[src/rtl/mem_write_checker_reset_sequencer.sv]
// Holds the core in reset for RESET_CYCLES edges after reset falls, then releases it for good.
// o_dut_reset is registered; o_release is a one-cycle strobe marking the edge on which o_dut_reset falls.
module reset_sequencer #(
  parameter int RESET_CYCLES = 2
) (
  input  logic clk,
  input  logic reset,
  output logic o_dut_reset,
  output logic o_release
);

  localparam int CW = $clog2(RESET_CYCLES + 1);

  logic [CW-1:0] r_cnt;
  logic          r_dut_reset;
  logic          w_last;

  assign w_last      = (r_cnt == CW'(RESET_CYCLES - 1));
  // Decoded ahead of the edge so the checker enters RUN on the same edge the core leaves reset.
  assign o_release   = r_dut_reset & ~reset & w_last;
  assign o_dut_reset = r_dut_reset;

  always_ff @(posedge clk) begin
    if (reset) begin
      r_cnt       <= '0;
      r_dut_reset <= 1'b1;
    end else if (r_dut_reset) begin
      if (w_last) begin
        r_dut_reset <= 1'b0;
      end else begin
        r_cnt <= r_cnt + CW'(1);
      end
    end
  end

endmodule

[config.mk]
export PLATFORM = sky130hd
export DESIGN_NAME = reset_sequencer
export DESIGN_NICKNAME = d
export VERILOG_FILES = /design/src/rtl/mem_write_checker_reset_sequencer.sv
export SDC_FILE = /design/constraint.sdc
export NUM_CORES = 1
export LEC_CHECK = 0
export CAP_MARGIN = 20
export CORE_AREA = 2 2 39 41
export CTS_BUF_LIST = sky130_fd_sc_hd__clkbuf_16
export CTS_CLUSTER_SIZE = 10
export DETAILED_ROUTE_END_ITERATION = 6
export DIE_AREA = 0 0 41 43
export GPL_TIMING_DRIVEN = 0
export PLACE_DENSITY = 0.3
export SLEW_MARGIN = 10
export SYNTH_ARGS = -nofsm -noshare
export SYNTH_HDL_FRONTEND = slang
export SYNTH_SLANG_ARGS = --single-unit
[constraint.sdc]
create_clock -name clk -period 3 [get_ports clk]
set_input_delay 0.6 -clock clk [delete_from_list [all_inputs] [get_ports clk]]
set_output_delay 0.6 -clock clk [all_outputs]
set_load 0.02 [all_outputs]
==> out/qor.yml <==
status:
  status: "finished clean"
worst_setup_path:
  regToRegStartpoint: "r_cnt[0]$_SDFFE_PP0P_"
  arrival_ns: 1.84
  crit_fanout: 6
  rrSetupSlack_ns: 1.72
  worst_r2r_endpoint: "r_cnt[1]$_SDFFE_PP0P_"
  start_kind: "input pin"
  slowest_delay_ns: 0.61
  crit_start: "reset"
  cp_slowest_cell: "clkdlybuf4s50_1"
  crit_type: "input pin to primary output"
  crit_top_cell: "clkdlybuf4s50_1"
  end_kind: "primary output"
  reg2reg_depth: 3
  setup.worst_path.end: "o_release"
  crit_required_ns: 2.40
  crit_path_cell_trace: "clkdlybuf4s50_1 > nor2_1 > clkdlybuf4s50_1"
route:
  drtIter0Drc: 0
  wl_microns: 275
  vias: 122
  final_antenna_net_count: 0
  avgViaCountPerCell: 3.297
  drc_errors: 0
  first_pass_iters: 1
  wl_per_cell_microns: 7.432
power_and_ir_drop:
  p_sw_mw: 0.08734
  power.internal_mw: 0.2789
  p_leak_nw: 0.1126
  power_density_nw_per_um2: 1361
  fin_total_pwr_mw: 0.3662
  vdd_drop_max_v: 0.0003194
  pwr-share-clk_pct: 56.9
  p_sw_share_pct: 23.85
  pwr-share-seq_pct: 18.7
  p_comb_share_pct: 24.4
synth:
  yosys_warnings: 0
  synth_cell_types: 11
  synth_nets: 17
  synthCells: 14
  synth.avg_cell_area_sq_um: 10.01
  netlist_area_sq_um: 140.1
  synth-seq-cells: 3
  synth_seq_area_share_pct: 42.86
floorplan:
  die_area_sq_um: 1763
  ios: 4
  die_w_microns: 41
  fp-row-count: 14
  die_h_microns: 43
  core_region_area_sq_um: 1384
  start_util_pct: 10.13
clocking:
  ctsResizeCount: 0
  clock-sinks: 3
  h-tree-depth: 1
  cts_tree: "done"
  ctsRootBufferMaster: "clkbuf_16"
  cts.clk_slew.worst_paths_ns: 0.03
  cts.path.max_buffers: 2
  post_cts_buffers: 0
  numCtsBuffers: 3
  insertion_delay_ns: 0.22
  postCtsHoldBufs: 0
min_path:
  hold_path_depth: 2
  hold_class: "register to register"
sta:
  max_slew.worst_pin.slew_ns: 0.2106
  fin_crit_sh_pct: 81.23
  hold_ws_ns: 0.4696
  fin_ws_ns: 0.5630
  setup_viol: 0
  period_minus_slack_ns: 2.437
  finalSetupTns_ns: 0
  clock_skew_ns: 0.001160
  max_freq_mhz: 410.3
  rsz0062_at_grt: "no"
  drv_slew: 0
  finalHoldViolCount: 0
  relSlewSlack_pct: 85.92
place:
  gp_congestion: 0.5133
  dp_slack_ns: 0.5603
  hpwl_microns: 189.6
  io_buffer_count: 3
final_layout:
  final_util_pct: 19.44
  multi_input_area_sq_um: 76.32
  n_fill_cell: 157
  drive_gt1_share_pct: 23.81
  final_cell_mix: "3 x clkbuf_16, 3 x clkdlybuf4s50_1, 3 x dfxtp_1"
  area_growth_pct: 91.96
  diodes: 0
  nets: 25
  seqCellArea_sq_um: 60.06
global_routing:
  grtUsageTotal_pct: 5.511
  grt_pass1_vias: 121
  grt_max_degree: 7
  grt_overflow: 0
  grt_antenna_before_repair: 0
  grt_pass1_wl_microns: 503
job:
  drv_cap: 0
## state kept, by name, indices dropped and copies added (netlist names)
| register | flops |
|---|---|
| r_cnt | 2 |
| o_dut_reset | 1 |
## cells in the mapped netlist (all sizes together)
cell / count / share of area [%]
and2b: 2 / 13
dfxtp: 3 / 43
ha: 1 / 8.9
inv: 1 / 2.7
mux2: 1 / 8.0
nand2: 1 / 2.7
nor2: 2 / 5.4
o31ai: 1 / 5.4
or2: 1 / 4.5
or4b: 1 / 7.1
## kinds of logic (layout without fill, tap and decap cells)
kind of cell	Yosys count	in the layout	share of synthesized area [%]
AOI/OAI and AO/OA	1	1	5.359
adders and majority gates	1	1	8.927
buffers and inverters	1	8	2.676
DFF	3	3	42.86
muxes	1	1	8.035
and+or+nand+nor	7	7	32.15
## power groups by stage
stage / logic [mW] / registers [mW] / clock network, mW
floorplan: 0.0572 / 0.0723 / 0
global placement: 0.0892 / 0.0685 / 0
detailed placement: 0.0897 / 0.0688 / 0
CTS: 0.0907 / 0.0688 / 0.212
global route: 0.102 / 0.0720 / 0.216
finish: 0.0893 / 0.0686 / 0.208
## layer usage
layer / share of wire [%] / GRT usage (%)
met3: 9.8 / 4.712
met4: 8.4 / 10.00
met2: 36 / 4.063
met5: 0 / 0
met1: 45 / 5.751
## critical path: cells and delay by family
kind	cells	cell delay, ns
buffers and inverters	2	1.10
and+or+nand+nor	1	0.14
## stage by stage
| step | cells | instance area, sq um |
|---|---|---|
| final | 37 | 269.0 |
| after global placement | 33 | 190.2 |
| after CTS | 37 | 269.0 |
| after detailed placement | 33 | 190.2 |
| after floorplan | 14 | 140.1 |
| after global routing | 37 | 269.0 |
## how the worst min path moves through the flow
stage                               start               endpoint  slack [ns]
floorplan           r_cnt[1]$_SDFFE_PP0P_  r_cnt[1]$_SDFFE_PP0P_        0.45
global placement    r_cnt[1]$_SDFFE_PP0P_  r_cnt[1]$_SDFFE_PP0P_        0.47
detailed placement  r_cnt[1]$_SDFFE_PP0P_  r_cnt[1]$_SDFFE_PP0P_        0.47
CTS                 r_cnt[1]$_SDFFE_PP0P_  r_cnt[1]$_SDFFE_PP0P_        0.48
global route        r_cnt[1]$_SDFFE_PP0P_  r_cnt[1]$_SDFFE_PP0P_        0.52
finish              r_cnt[1]$_SDFFE_PP0P_  r_cnt[1]$_SDFFE_PP0P_        0.47
## area by class of cell
type	count	share of cell area [%]
Clock buffer	3	27.91
Clock inverter	1	1.395
Sequential cell	3	22.33
Inverter	1	1.395
Tap cell	16	7.442
Multi-Input combinational cell	10	28.37
Timing Repair Buffer	3	11.16
Note: power is estimated with default switching activity, not from simulation.
